File: src/rtl/rrat_multi_commit_pkg.sv
// rrat_multi_commit_pkg: shared sizes, commit record type and helpers for the retirement RAT
package rrat_multi_commit_pkg;
    localparam int NUM_PHYS_REG = 64;
    localparam int NUM_ARCH_REG = 32;
    localparam int COMMIT_WIDTH = 2;
    localparam int PW = $clog2(NUM_PHYS_REG);
    localparam int AW = $clog2(NUM_ARCH_REG);

    typedef logic [PW-1:0] preg_t;
    typedef logic [AW-1:0] areg_t;
    typedef preg_t [NUM_ARCH_REG-1:0] map_t;

    typedef struct packed {
        logic  valid;
        areg_t rd;
        preg_t pd;
    } rrat_commit_t;

    typedef rrat_commit_t [COMMIT_WIDTH-1:0] commit_grp_t;

    function automatic logic [31:0] popcount(input logic [COMMIT_WIDTH-1:0] v);
        popcount = '0;
        for (int i = 0; i < COMMIT_WIDTH; i++) popcount += 32'(v[i]);
    endfunction

    function automatic map_t identity_map();
        for (int r = 0; r < NUM_ARCH_REG; r++) identity_map[r] = PW'(r);
    endfunction
endpackage

File: src/rtl/rrat_multi_commit_if.sv
// rrat_multi_commit_if: commit group in, frees / committed map / perf counter out
interface rrat_multi_commit_if;
    import rrat_multi_commit_pkg::*;
    commit_grp_t                   commit;
    logic [COMMIT_WIDTH-1:0]       free_valid;
    preg_t [COMMIT_WIDTH-1:0]      free_pd;
    map_t                          rrat_map_out;
    logic [31:0]                   retired_count;

    modport master (output commit, input free_valid, free_pd, rrat_map_out, retired_count);
    modport slave  (input commit, output free_valid, free_pd, rrat_map_out, retired_count);
endinterface

File: src/rtl/rrat_group_resolve.sv
// rrat_group_resolve: program-order resolution of one commit group against a map snapshot
module rrat_group_resolve
    import rrat_multi_commit_pkg::*;
(
    input  commit_grp_t              commit_i,
    input  map_t                     map_i,
    output logic [COMMIT_WIDTH-1:0]  eff_o,
    output preg_t [COMMIT_WIDTH-1:0] stale_o,
    output logic [NUM_ARCH_REG-1:0]  wr_en_o,
    output map_t                     wr_pd_o
);
    map_t run;

    // Walk slots oldest first: each slot sees the map as left by the older slots, so its
    // stale pd is the younger-most earlier same-rd write, else the snapshot entry.
    always_comb begin
        run     = map_i;
        eff_o   = '0;
        stale_o = '0;
        wr_en_o = '0;
        for (int i = 0; i < COMMIT_WIDTH; i++) begin
            eff_o[i]   = commit_i[i].valid && commit_i[i].rd != '0;
            stale_o[i] = run[commit_i[i].rd];
            if (eff_o[i]) begin
                wr_en_o[commit_i[i].rd] = 1'b1;
                run[commit_i[i].rd]     = commit_i[i].pd;
            end
        end
        wr_pd_o = run;
    end
endmodule

File: src/rtl/rrat_multi_commit.sv
// rrat_multi_commit: retirement RAT holding the committed arch->phys map for an N-wide commit
module rrat_multi_commit
    import rrat_multi_commit_pkg::*;
(
    input logic                clk,
    input logic                rst,
    rrat_multi_commit_if.slave bus
);
    map_t                     map_q, map_d, wr_pd;
    logic [NUM_ARCH_REG-1:0]  wr_en;
    logic [COMMIT_WIDTH-1:0]  eff, free_valid_q, free_valid_d;
    preg_t [COMMIT_WIDTH-1:0] stale, free_pd_q, free_pd_d;
    logic [31:0]              count_q, count_d;

    rrat_group_resolve u_resolve (
        .commit_i (bus.commit),
        .map_i    (map_q),
        .eff_o    (eff),
        .stale_o  (stale),
        .wr_en_o  (wr_en),
        .wr_pd_o  (wr_pd)
    );

    // Next state: merge group writes into the map, latch stale pds for effective slots only
    always_comb begin
        for (int r = 0; r < NUM_ARCH_REG; r++) map_d[r] = wr_en[r] ? wr_pd[r] : map_q[r];
        for (int i = 0; i < COMMIT_WIDTH; i++) free_pd_d[i] = eff[i] ? stale[i] : free_pd_q[i];
        free_valid_d = eff;
        count_d      = count_q + popcount(eff);
    end

    // State registers; reset drops any in-flight group
    always_ff @(posedge clk or posedge rst) begin
        if (rst) begin
            map_q        <= identity_map();
            free_valid_q <= '0;
            free_pd_q    <= '0;
            count_q      <= '0;
        end else begin
            map_q        <= map_d;
            free_valid_q <= free_valid_d;
            free_pd_q    <= free_pd_d;
            count_q      <= count_d;
        end
    end

    assign bus.rrat_map_out  = map_q;
    assign bus.free_valid    = free_valid_q;
    assign bus.free_pd       = free_pd_q;
    assign bus.retired_count = count_q;

    // Every committed phys reg must be owned by exactly one arch reg
    always_ff @(posedge clk) begin
        if (!rst)
            for (int i = 0; i < NUM_ARCH_REG; i++)
                for (int j = i + 1; j < NUM_ARCH_REG; j++)
                    assert (map_q[i] != map_q[j]);
    end
endmodule
File: src/flat_wrapper.sv
// flat-port wrapper written by rule: the top's interface ports become plain ports
module rrat_multi_commit_flat import rrat_multi_commit_pkg::*;
  (clk, rst, bus_commit, bus_free_valid, bus_free_pd, bus_rrat_map_out, bus_retired_count);
  rrat_multi_commit_if bus_i ();
  input logic clk;
  input logic rst;
  input wire logic [$bits(bus_i.commit)-1:0] bus_commit;
  output wire logic [$bits(bus_i.free_valid)-1:0] bus_free_valid;
  output wire logic [$bits(bus_i.free_pd)-1:0] bus_free_pd;
  output wire logic [$bits(bus_i.rrat_map_out)-1:0] bus_rrat_map_out;
  output wire logic [$bits(bus_i.retired_count)-1:0] bus_retired_count;
  assign bus_i.commit = bus_commit;
  assign bus_free_valid = bus_i.free_valid;
  assign bus_free_pd = bus_i.free_pd;
  assign bus_rrat_map_out = bus_i.rrat_map_out;
  assign bus_retired_count = bus_i.retired_count;
  rrat_multi_commit u_core (.clk(clk), .rst(rst), .bus(bus_i));
endmodule
File: config.mk
export PLATFORM = sky130hd
export DESIGN_NAME = rrat_multi_commit_flat
export DESIGN_NICKNAME = d
export VERILOG_FILES = /design/src/rtl/rrat_multi_commit_pkg.sv /design/src/rtl/rrat_multi_commit_if.sv /design/src/rtl/rrat_group_resolve.sv /design/src/rtl/rrat_multi_commit.sv /design/src/flat_wrapper.sv
export SDC_FILE = /design/constraint.sdc
export NUM_CORES = 1
export LEC_CHECK = 0
export BUFFER_PORTS_ARGS = -buffer_cell sky130_fd_sc_hd__buf_4
export CAP_MARGIN = 0
export CORE_MARGIN = 10
export CORE_UTILIZATION = 55
export DETAILED_ROUTE_END_ITERATION = 12
export GPL_TIMING_DRIVEN = 0
export MAX_ROUTING_LAYER = met4
export PLACE_DENSITY_LB_ADDON = 0.2
export SYNTH_ARGS = -nofsm -noshare
export SYNTH_HDL_FRONTEND = slang
export SYNTH_SLANG_ARGS = --single-unit
export TNS_END_PERCENT = 5
File: constraint.sdc
create_clock -name clk -period 10.7 [get_ports clk]
set_input_delay 1.605 -clock clk [delete_from_list [all_inputs] [get_ports clk]]
set_output_delay 1.605 -clock clk [all_outputs]
set_load 0.03 [all_outputs]
=== Yosys cells after proc, flatten, opt, wreduce, memory -nomap -nowiden ===
Index checks and enable logic that the tools add are counted.

* Register bits: 238
* Bits of input ports: 26
* Output and inout bits: 238

* Order comparisons: 4
* Reductions and logical operators: 6
* Bitwise logic cells: 1
* $add $sub $neg: 2
* Mux-type cells: 18

{| class="wikitable"
|+ Operators with widths
! cell !! count
|-
| $bwmux 192 || 2
|-
| $mux 192 || 2
|-
| $mux 32 || 2
|-
| $bmux 6 s5 || 2
|-
| $demux 6 s5 || 2
|-
| $add 32x32->32 || 1
|-
| $or 32x32->32 || 1
|-
| $mux 6 || 4
|-
| $lt 5x6->1 const B || 2
|-
| $demux 1 s5 || 2
|-
| $ge 5x1->1 const B || 2
|-
| $reduce_bool 5->1 || 2
|-
| $logic_and 1x1->1 || 4
|-
| $add 1x1->2 || 1
|-
| $mux 1 || 2
|}

=== Logic depth before layout (Yosys ltp) ===
Gate-level depths: netlist of run 1.

* Depth in word-level cells: 8
* Mapped depth: 14
* Depth with buffers taken out: 13

=== Hierarchy ===
Synthesis of run 1 repeated with hierarchy kept, for this count alone.

* Cell total of the unflattened synthesis: 1731
* Area, all modules: 17021.3 um^2

{| class="wikitable"
|+ Modules (own cells, without submodules)
! module !! cells an instance !! area an instance (um^2) !! times used
|-
| rrat_multi_commit || 576 || 9163.8 || 1
|-
| rrat_group_resolve || 1155 || 7857.5 || 1
|}

=== Least setup slack after synthesis of run 1 ===
Ideal clock, no wire load.

* Path type: in2reg
* Start: in bus_commit[22]
* End: reg u_core.count_q[24] (netlist: u_core.bus.retired_count[24])
* Stages: 13
* Arrival time: 4.754 ns
* Slack: 5.812 ns
* Data required time: 10.566 ns
* Path through: nor3_2 nand2_1 o21ai_1 clkinv_1 ha_1 ha_1 inv_1 fa_1 nor3_1 nand3_1 nor3_1 nand2_1 xnor2_1

* Word-level cells in the longest chain between the ends: 4

{| class="wikitable"
|+ RTL lines
! what !! line !! RTL
|-
| from (decl) || flat_wrapper.sv:7 || <nowiki>input wire logic [$bits(bus_i.commit)-1:0] bus_commit;</nowiki>
|-
| $reduce_bool 5->1 || rrat_group_resolve.sv:22 || <nowiki>eff_o[i] = commit_i[i].valid && commit_i[i].rd != '0;</nowiki>
|-
| $logic_and 1x1->1 || rrat_group_resolve.sv:22 ||
|-
| via u_core.eff[1] || rrat_multi_commit.sv:11 || <nowiki>logic [COMMIT_WIDTH-1:0] eff, free_valid_q, free_valid_d;</nowiki>
|-
| $add 1x1->2 || rrat_multi_commit_pkg.sv:23 || <nowiki>for (int i = 0; i < COMMIT_WIDTH; i++) popcount += 32'(v[i]);</nowiki>
|-
| $add 32x32->32 || rrat_multi_commit.sv:29 || <nowiki>count_d = count_q + popcount(eff);</nowiki>
|-
| via u_core.count_d[24] || rrat_multi_commit.sv:13 || <nowiki>logic [31:0] count_q, count_d;</nowiki>
|-
| to (signal assigned) || rrat_multi_commit.sv:43 || <nowiki>count_q <= count_d;</nowiki>
|-
| to (decl) || rrat_multi_commit.sv:13 ||
|}

The timed path passes the listed nets, and every way through them passes these cells.
A chain may end at the register's enable or synchronous reset.

=== Worst setup path after layout of run 1 ===
* Start: in bus_commit[22]
* End: reg u_core.count_q[26] (netlist: u_core.bus.retired_count[26])

The elaborated chain is that of the path after synthesis.

==> impl_metrics.csv, run 1 <==
group,metric,value,unit
outcome,status,"completed",
power_and_ir_drop,power.total,4.022,mW
worst_setup_path,start_kind,"primary input",
worst_setup_path,cp-end-kind,"flip-flop",
yosys,synth-seq-area-share,42.02,%
timing,fin_crit,6050,ps
worst_setup_path,crit_fanout,11,
worst_setup_path,criticalPathCategory,"in2reg",
timing,tightest_slew,1447,ps
yosys,synthesis.area,0.01441,mm2
drt,drcViolationCount,0,
clock_network,ctsLongestPathBuffers,3,
yosys,synth-adder-area-share,0.3993,%
yosys,synth_compound_area_share,13.84,%
timing,finalHoldViolCount,0,
yosys,yosys_warnings,0,
finish,regArea,0.006056,mm2
worst_hold_path,min_path_type,"reg2reg",
drt,drt_pass1_iterations,6,
yosys,muxShareOfSynthArea,22.90,%
global_route,track_usage,45.10,%
clock_network,hold_buffers,0,
yosys,syn_inst,1477,
floorplanning,die_area,0.03308,mm2
yosys,yosys.area_share.xor_xnor,1.884,%
job,drv_cap,0,
clock_network,clk_latency,570,ps
timing,finalClockSkew,14.37,ps
drt,wl,75.41,mm
clock_network,clock-root-buffer,"clkbuf_16",
finish,fin_nets,1794,
yosys,async_flop_share,100.0,%
timing,finalMaxSlewViolations,0,
clock_network,htreeDepth,1,
finish,multiInputGateArea,0.007774,mm2
global_route,antenna_found_initial,5,
global_route,grt_remaining_overflow,0,
worst_setup_path,endpoint,"u_core.bus.retired_count[26]",
clock_network,clkSinkCount,238,
yosys,synthSimpleGateAreaFrac,14.91,%
floorplanning,pin_count,264,
worst_setup_path,r2r_end,"u_core.bus.retired_count[26]",
timing,fin_setup_tns,0,ps
finish,fillerInstances,1988,
yosys,synth_edf_count,0,
global_route,grt_max_degree,132,
drt,initialDrtViolationCount,2639,
yosys,synth_top_family_by_area,"multiplexers",
clock_network,post_cts_buffers,0,
placed_design,gp_congestion,1.098,
timing,rsz0062_at_grt,"no",
placed_design,numPortBuffers,258,
worst_setup_path,r2r_cells,8,
drt,postRouteAntennaNets,0,
finish,drive_gt1_share,27.86,%
floorplanning,die_h,181.9,um
power_and_ir_drop,leakagePower,7.814,nW
drt,routedWlPerCell,35.45,um
global_route,grt_pass1_vias,14980,
finish,syn_to_final_growth,22.49,%
worst_setup_path,reg2reg_from,"u_core.bus.retired_count[0]",
clock_network,cts_buffers,26,
yosys,synth-seq-cells,238,
timing,setup_viol,0,
timing,max_slew_margin,3.560,%
floorplanning,rows,59,
worst_setup_path,r2r_slack,8080,ps
floorplanning,start_util,55.62,%
power_and_ir_drop,powerDensity,227.8,mW/mm2
drt,vias,15360,
clock_network,cts_resized,0,
timing,finalHoldWorstSlack,500.5,ps
worst_setup_path,crit_start,"bus_commit[22]",
floorplanning,core_area,0.02591,mm2
power_and_ir_drop,ir_worst_vdd,0.0002293,V
yosys,syn_nets,1507,
placed_design,dp_cells,2071,
yosys,syn_area_per_cell,9.758,um2
global_route,grt_first_pass_wirelength,106.6,mm
yosys,ys.flop_type,"dfrtp_1",
timing,fmax,165.3,MHz
clock_network,cts_tree,"built",
placed_design,hpwlAfterDp,55.38,mm
finish,final_cells,2127,
clock_network,path_clk_slew,60,ps
yosys,yosysUniqueCellTypes,73,
worst_setup_path,crit_required,11150,ps
floorplanning,die_x,181.9,um
timing,fin_crit_sh,56.54,%
worst_setup_path,cp_data_arrival_time,6500,ps
drt,viasPerCell,7.220,
## sequential cells by signal, summed over array words and instances (netlist names)
name / count
u_core.bus.retired_count: 32
u_core.bus.rrat_map_out: 192
u_core.bus.free_valid: 2
u_core.bus.free_pd: 12
## worst max-delay path: stages
cell      delay [ps]
buf_4            140
nor3_2           640
nand2_1          400
o21ai_1          420
clkinv_1         610
ha_1             550
ha_1             160
inv_1             60
fa_1             450
nor3_1           430
nand3_1          270
nor3_1           470
nand2_1          130
xnor2_1          150
## where the power goes
part | leakage (nW) | internal (mW) | switching [mW] | total, mW
Combinational | 4.62 | 0.591 | 1.09 | 1.68
Sequential | 2.79 | 1.18 | 0.248 | 1.43
Clock | 0.412 | 0.508 | 0.402 | 0.910
## placed cells by master (no fill, tap or decap), drive strengths merged, types with 5 or more instances in the layout
master / n
nor4: 5
nor2: 248
a31oi: 23
a211o: 6
mux4: 53
o21ai: 35
xor2: 8
clkinv: 9
o22ai: 22
clkbuf: 146
and3: 14
nand2: 109
xnor2: 23
a211oi: 11
nand2b: 5
dfstp: 80
buf: 286
nor3: 6
a21oi: 183
nand4: 6
inv: 8
nand3: 36
dfrtp: 158
a22oi: 19
mux2i: 197
a221oi: 8
diode: 8
mux2: 12
## per-stage QoR
stage               utilization, %  setup WS, ps  cell area, um2
detailed placement           64.85          4429           16800
global route                 68.12          4511           17650
floorplan                        -          2696           14410
CTS                          68.05          4971           17630
finish                       68.13          4650           17650
global placement             64.72         113.8           16770
## per-layer routing
metal  routed length, um  GRT usage, %
met1               26430         54.14
met2               31930         64.13
met3               11250         15.47
met4                5799         28.12
met5                   0             -
## kinds of logic (layout without fill, tap and decap cells)
logic type / count (synthesis) / in the layout
other: 0 / 8
multiplexers: 262 / 262
XOR/XNOR: 31 / 31
flip-flops: 238 / 238
AND/OR/NAND/NOR: 461 / 461
adder cells (fa/ha/maj): 4 / 4
buffers and inverters: 143 / 450
AO/OA/AOI/OAI: 338 / 338
## synthesized netlist by cell type, drive strengths merged, types with 4 or more instances
cell	n	area (um2)
nor2	248	1005
mux2i	197	1972
a21oi	183	915.9
dfrtp	158	3954
nand2	109	421.7
clkbuf	106	397.9
dfstp	80	2102
mux4	53	1194
nand3	36	180.2
o21ai	35	175.2
buf	27	147.6
a31oi	23	143.9
xnor2	23	201.4
o22ai	22	137.6
a22oi	19	142.6
and3	14	87.58
mux2	12	135.1
a211oi	11	87.58
a221oi	8	70.07
inv	8	30.03
xor2	8	70.07
a211o	6	52.55
nand4	6	52.55
nor3	6	35.03
nand2b	5	31.28
nor4	5	31.28
a32oi	4	35.03
nand4b	4	71.32
o211ai	4	30.03
or3	4	25.02
## worst min-delay path by stage
stage,start,end,slack [ps],cells past startpoint
2_1_floorplan,u_core.bus.rrat_map_out[69],u_core.bus.rrat_map_out[69],600,2
3_3_place_gp,u_core.bus.retired_count[31],u_core.bus.retired_count[31],460,1
3_5_place_dp,u_core.bus.free_pd[4],u_core.bus.free_pd[4],460,2
4_1_cts,u_core.bus.retired_count[31],u_core.bus.retired_count[31],490,1
5_1_grt,u_core.bus.retired_count[31],u_core.bus.retired_count[31],500,1
6_report,u_core.bus.retired_count[30],u_core.bus.retired_count[30],500,1
## final cells by class
cell class,count,area share [%]
buffer,133,3.097
antenna,8,0.1134
tap,335,2.374
clock buffer,40,4.266
sequential,238,34.30
multi-input combinational,1096,44.03
clock inverter,8,0.4323
inverter,10,0.2551
timing repair buffer,259,11.13
Power figures use the tool's default switching activity.
==> inputs of run 2 (changes only) <==
==> constraint.sdc (replaced) <==
create_clock -name clk -period 6.1 [get_ports clk]
set_input_delay 0.915 -clock clk [delete_from_list [all_inputs] [get_ports clk]]
set_output_delay 0.915 -clock clk [all_outputs]
set_load 0.03 [all_outputs]
==> impl_metrics.csv, run 2 (synthesis gave the netlist of run 1 again) <==
group,metric,value,unit
clock_network,post_cts_buffers,0,
finish,largest_reg_flops,192,
global_route,grt_remaining_overflow,0,
floorplanning,start_util,55.62,%
worst_setup_path,crit_family,"simple AND/OR/NAND/NOR gates",
clock_network,clk_latency,580,ps
worst_setup_path,crit_slowest_cell,"clkinv_1",
global_route,grt_pass1_vias,15020,
drt,drt_pass1_iterations,9,
drt,initialDrtViolationCount,2317,
floorplanning,die_area,0.03308,mm2
placed_design,dp_worst_setup_slack,414.4,ps
timing,worst_slack,688.9,ps
timing,setup_viol,0,
finish,mostFrequentLayoutCell,"buf_4",
global_route,grt_first_pass_wirelength,105.9,mm
timing,rsz0062_at_grt,"no",
worst_setup_path,max_stage_delay,670,ps
timing,finalHoldViolCount,0,
placed_design,numPortBuffers,258,
global_route,antenna_found_initial,4,
finish,drive_gt1_share,28.34,%
clock_network,hold_buffers,0,
timing,finalClockSkew,18.96,ps
clock_network,ctsLongestPathBuffers,3,
worst_setup_path,criticalPathCategory,"in2reg",
clock_network,clock-root-buffer,"clkbuf_16",
floorplanning,die_h,181.9,um
finish,fin_nets,1799,
worst_setup_path,crit_buf_inv,3,
worst_setup_path,path_cells,"buf_4 > nor3_2 > nand2_1 > o21ai_1 > clkinv_1 > ha_1 > ha_1 > inv_1 > fa_1 > nor3_1 > nand3_1 > nor3_1 > nand2_1 > xnor2_1",
drt,routedWlPerCell,34.98,um
clock_network,cts_buffers,26,
worst_setup_path,crit_fanout,11,
placed_design,gp_congestion,1.116,
finish,fillerInstances,1970,
outcome,status,"finished with violations",
worst_setup_path,start_kind,"primary input",
floorplanning,rows,59,
global_route,track_usage,44.57,%
drt,drcViolationCount,0,
worst_setup_path,cp-end-kind,"flip-flop",
power_and_ir_drop,powerDensity,412.1,mW/mm2
floorplanning,core_area,0.02591,mm2
power_and_ir_drop,leakagePower,7.935,nW
finish,multiInputGateArea,0.007774,mm2
floorplanning,pin_count,264,
timing,fin_setup_tns,0,ps
timing,finalHoldWorstSlack,348.9,ps
drt,wl,74.57,mm
floorplanning,die_x,181.9,um
outcome,violations,"capacitance limit, slew limit",
timing,finalMaxSlewViolations,11,
worst_setup_path,cp_data_arrival_time,5860,ps
finish,layout_common_cells,"buf_4 (265), nor2_1 (232), mux2i_1 (197)",
clock_network,htreeDepth,1,
global_route,grt_max_degree,47,
finish,syn_to_final_growth,24.34,%
clock_network,clkSinkCount,238,
drt,vias,15190,
placed_design,hpwlAfterDp,54.71,mm
drt,postRouteAntennaNets,0,
timing,max_slew_margin,-3.910,%
worst_hold_path,min_path_type,"in2async",
clock_network,path_clk_slew,70,ps
drt,viasPerCell,7.124,
clock_network,cts_resized,0,
clock_network,cts_tree,"built",
finish,regArea,0.006056,mm2
finish,final_util,69.16,%
timing,fin_crit_sh,88.71,%
power_and_ir_drop,power.total,7.385,mW
timing,tightest_slew,1559,ps
power_and_ir_drop,ir_worst_vdd,0.0003522,V
worst_setup_path,crit_required,6550,ps
timing,fmax,184.8,MHz
job,drv_cap,2,
timing,fin_crit,5411,ps
[run 2: cell types whose count changed in the layout (fill, tap and decap cells not counted), sizes merged]
cell      before  now
inv            8    7
clkbuf       146  142
buf          286  291
clkinv         9    7
clkinvlp       0    1
bufinv         1    7
[run 2: power breakdown]
group / leakage, nW / total [mW] / switching, mW / internal, mW
Sequential: 2.79 / 2.51 / 0.436 / 2.08
Clock: 0.498 / 1.91 / 0.734 / 1.17
Combinational: 4.65 / 2.96 / 1.92 / 1.04
Total: 7.94 / 7.38 / 3.09 / 4.29
[run 2: cell type report]
cell class | instances | area share [%]
antenna | 8 | 0.1117
multi-input combinational | 1096 | 43.38
tap | 335 | 2.339
buffer | 133 | 3.044
sequential | 238 | 33.79
clock buffer | 36 | 4.294
inverter | 10 | 0.2304
timing repair buffer | 264 | 11.48
clock inverter | 12 | 1.334
[run 2: routing by layer]
layer	routed length (um)	vias to the layer above	GRT usage, %
li1	-	5962	-
met1	25510	7278	52.35
met2	31480	1521	63.09
met3	11420	428	16.66
met4	6156	0	29.09
met5	0	-	-
[run 2: path summary, 6_finish.rpt]
path	slack [ps]	cells after the start	from	endpoint
min in group clk	480	1	u_core.bus.retired_count[31]	u_core.bus.retired_count[31]
setup reg to reg	3450	8	u_core.bus.retired_count[0]	u_core.bus.retired_count[24]
hold / removal	350	2	rst	u_core.bus.rrat_map_out[125]
max in group asynchronous	4570	5	rst	u_core.bus.rrat_map_out[18]
setup / recovery	690	14	bus_commit[22]	u_core.bus.retired_count[24]
hold reg to reg	480	1	u_core.bus.retired_count[31]	u_core.bus.retired_count[31]
[run 2: metrics by stage]
| step | instance area (um2) | std cells |
|---|---|---|
| after floorplan | 14420 | 1477 |
| after global placement | 16770 | 2070 |
| after detailed placement | 16890 | 2076 |
| after CTS | 17900 | 2124 |
| after global routing | 17910 | 2128 |
| final | 17920 | 2132 |
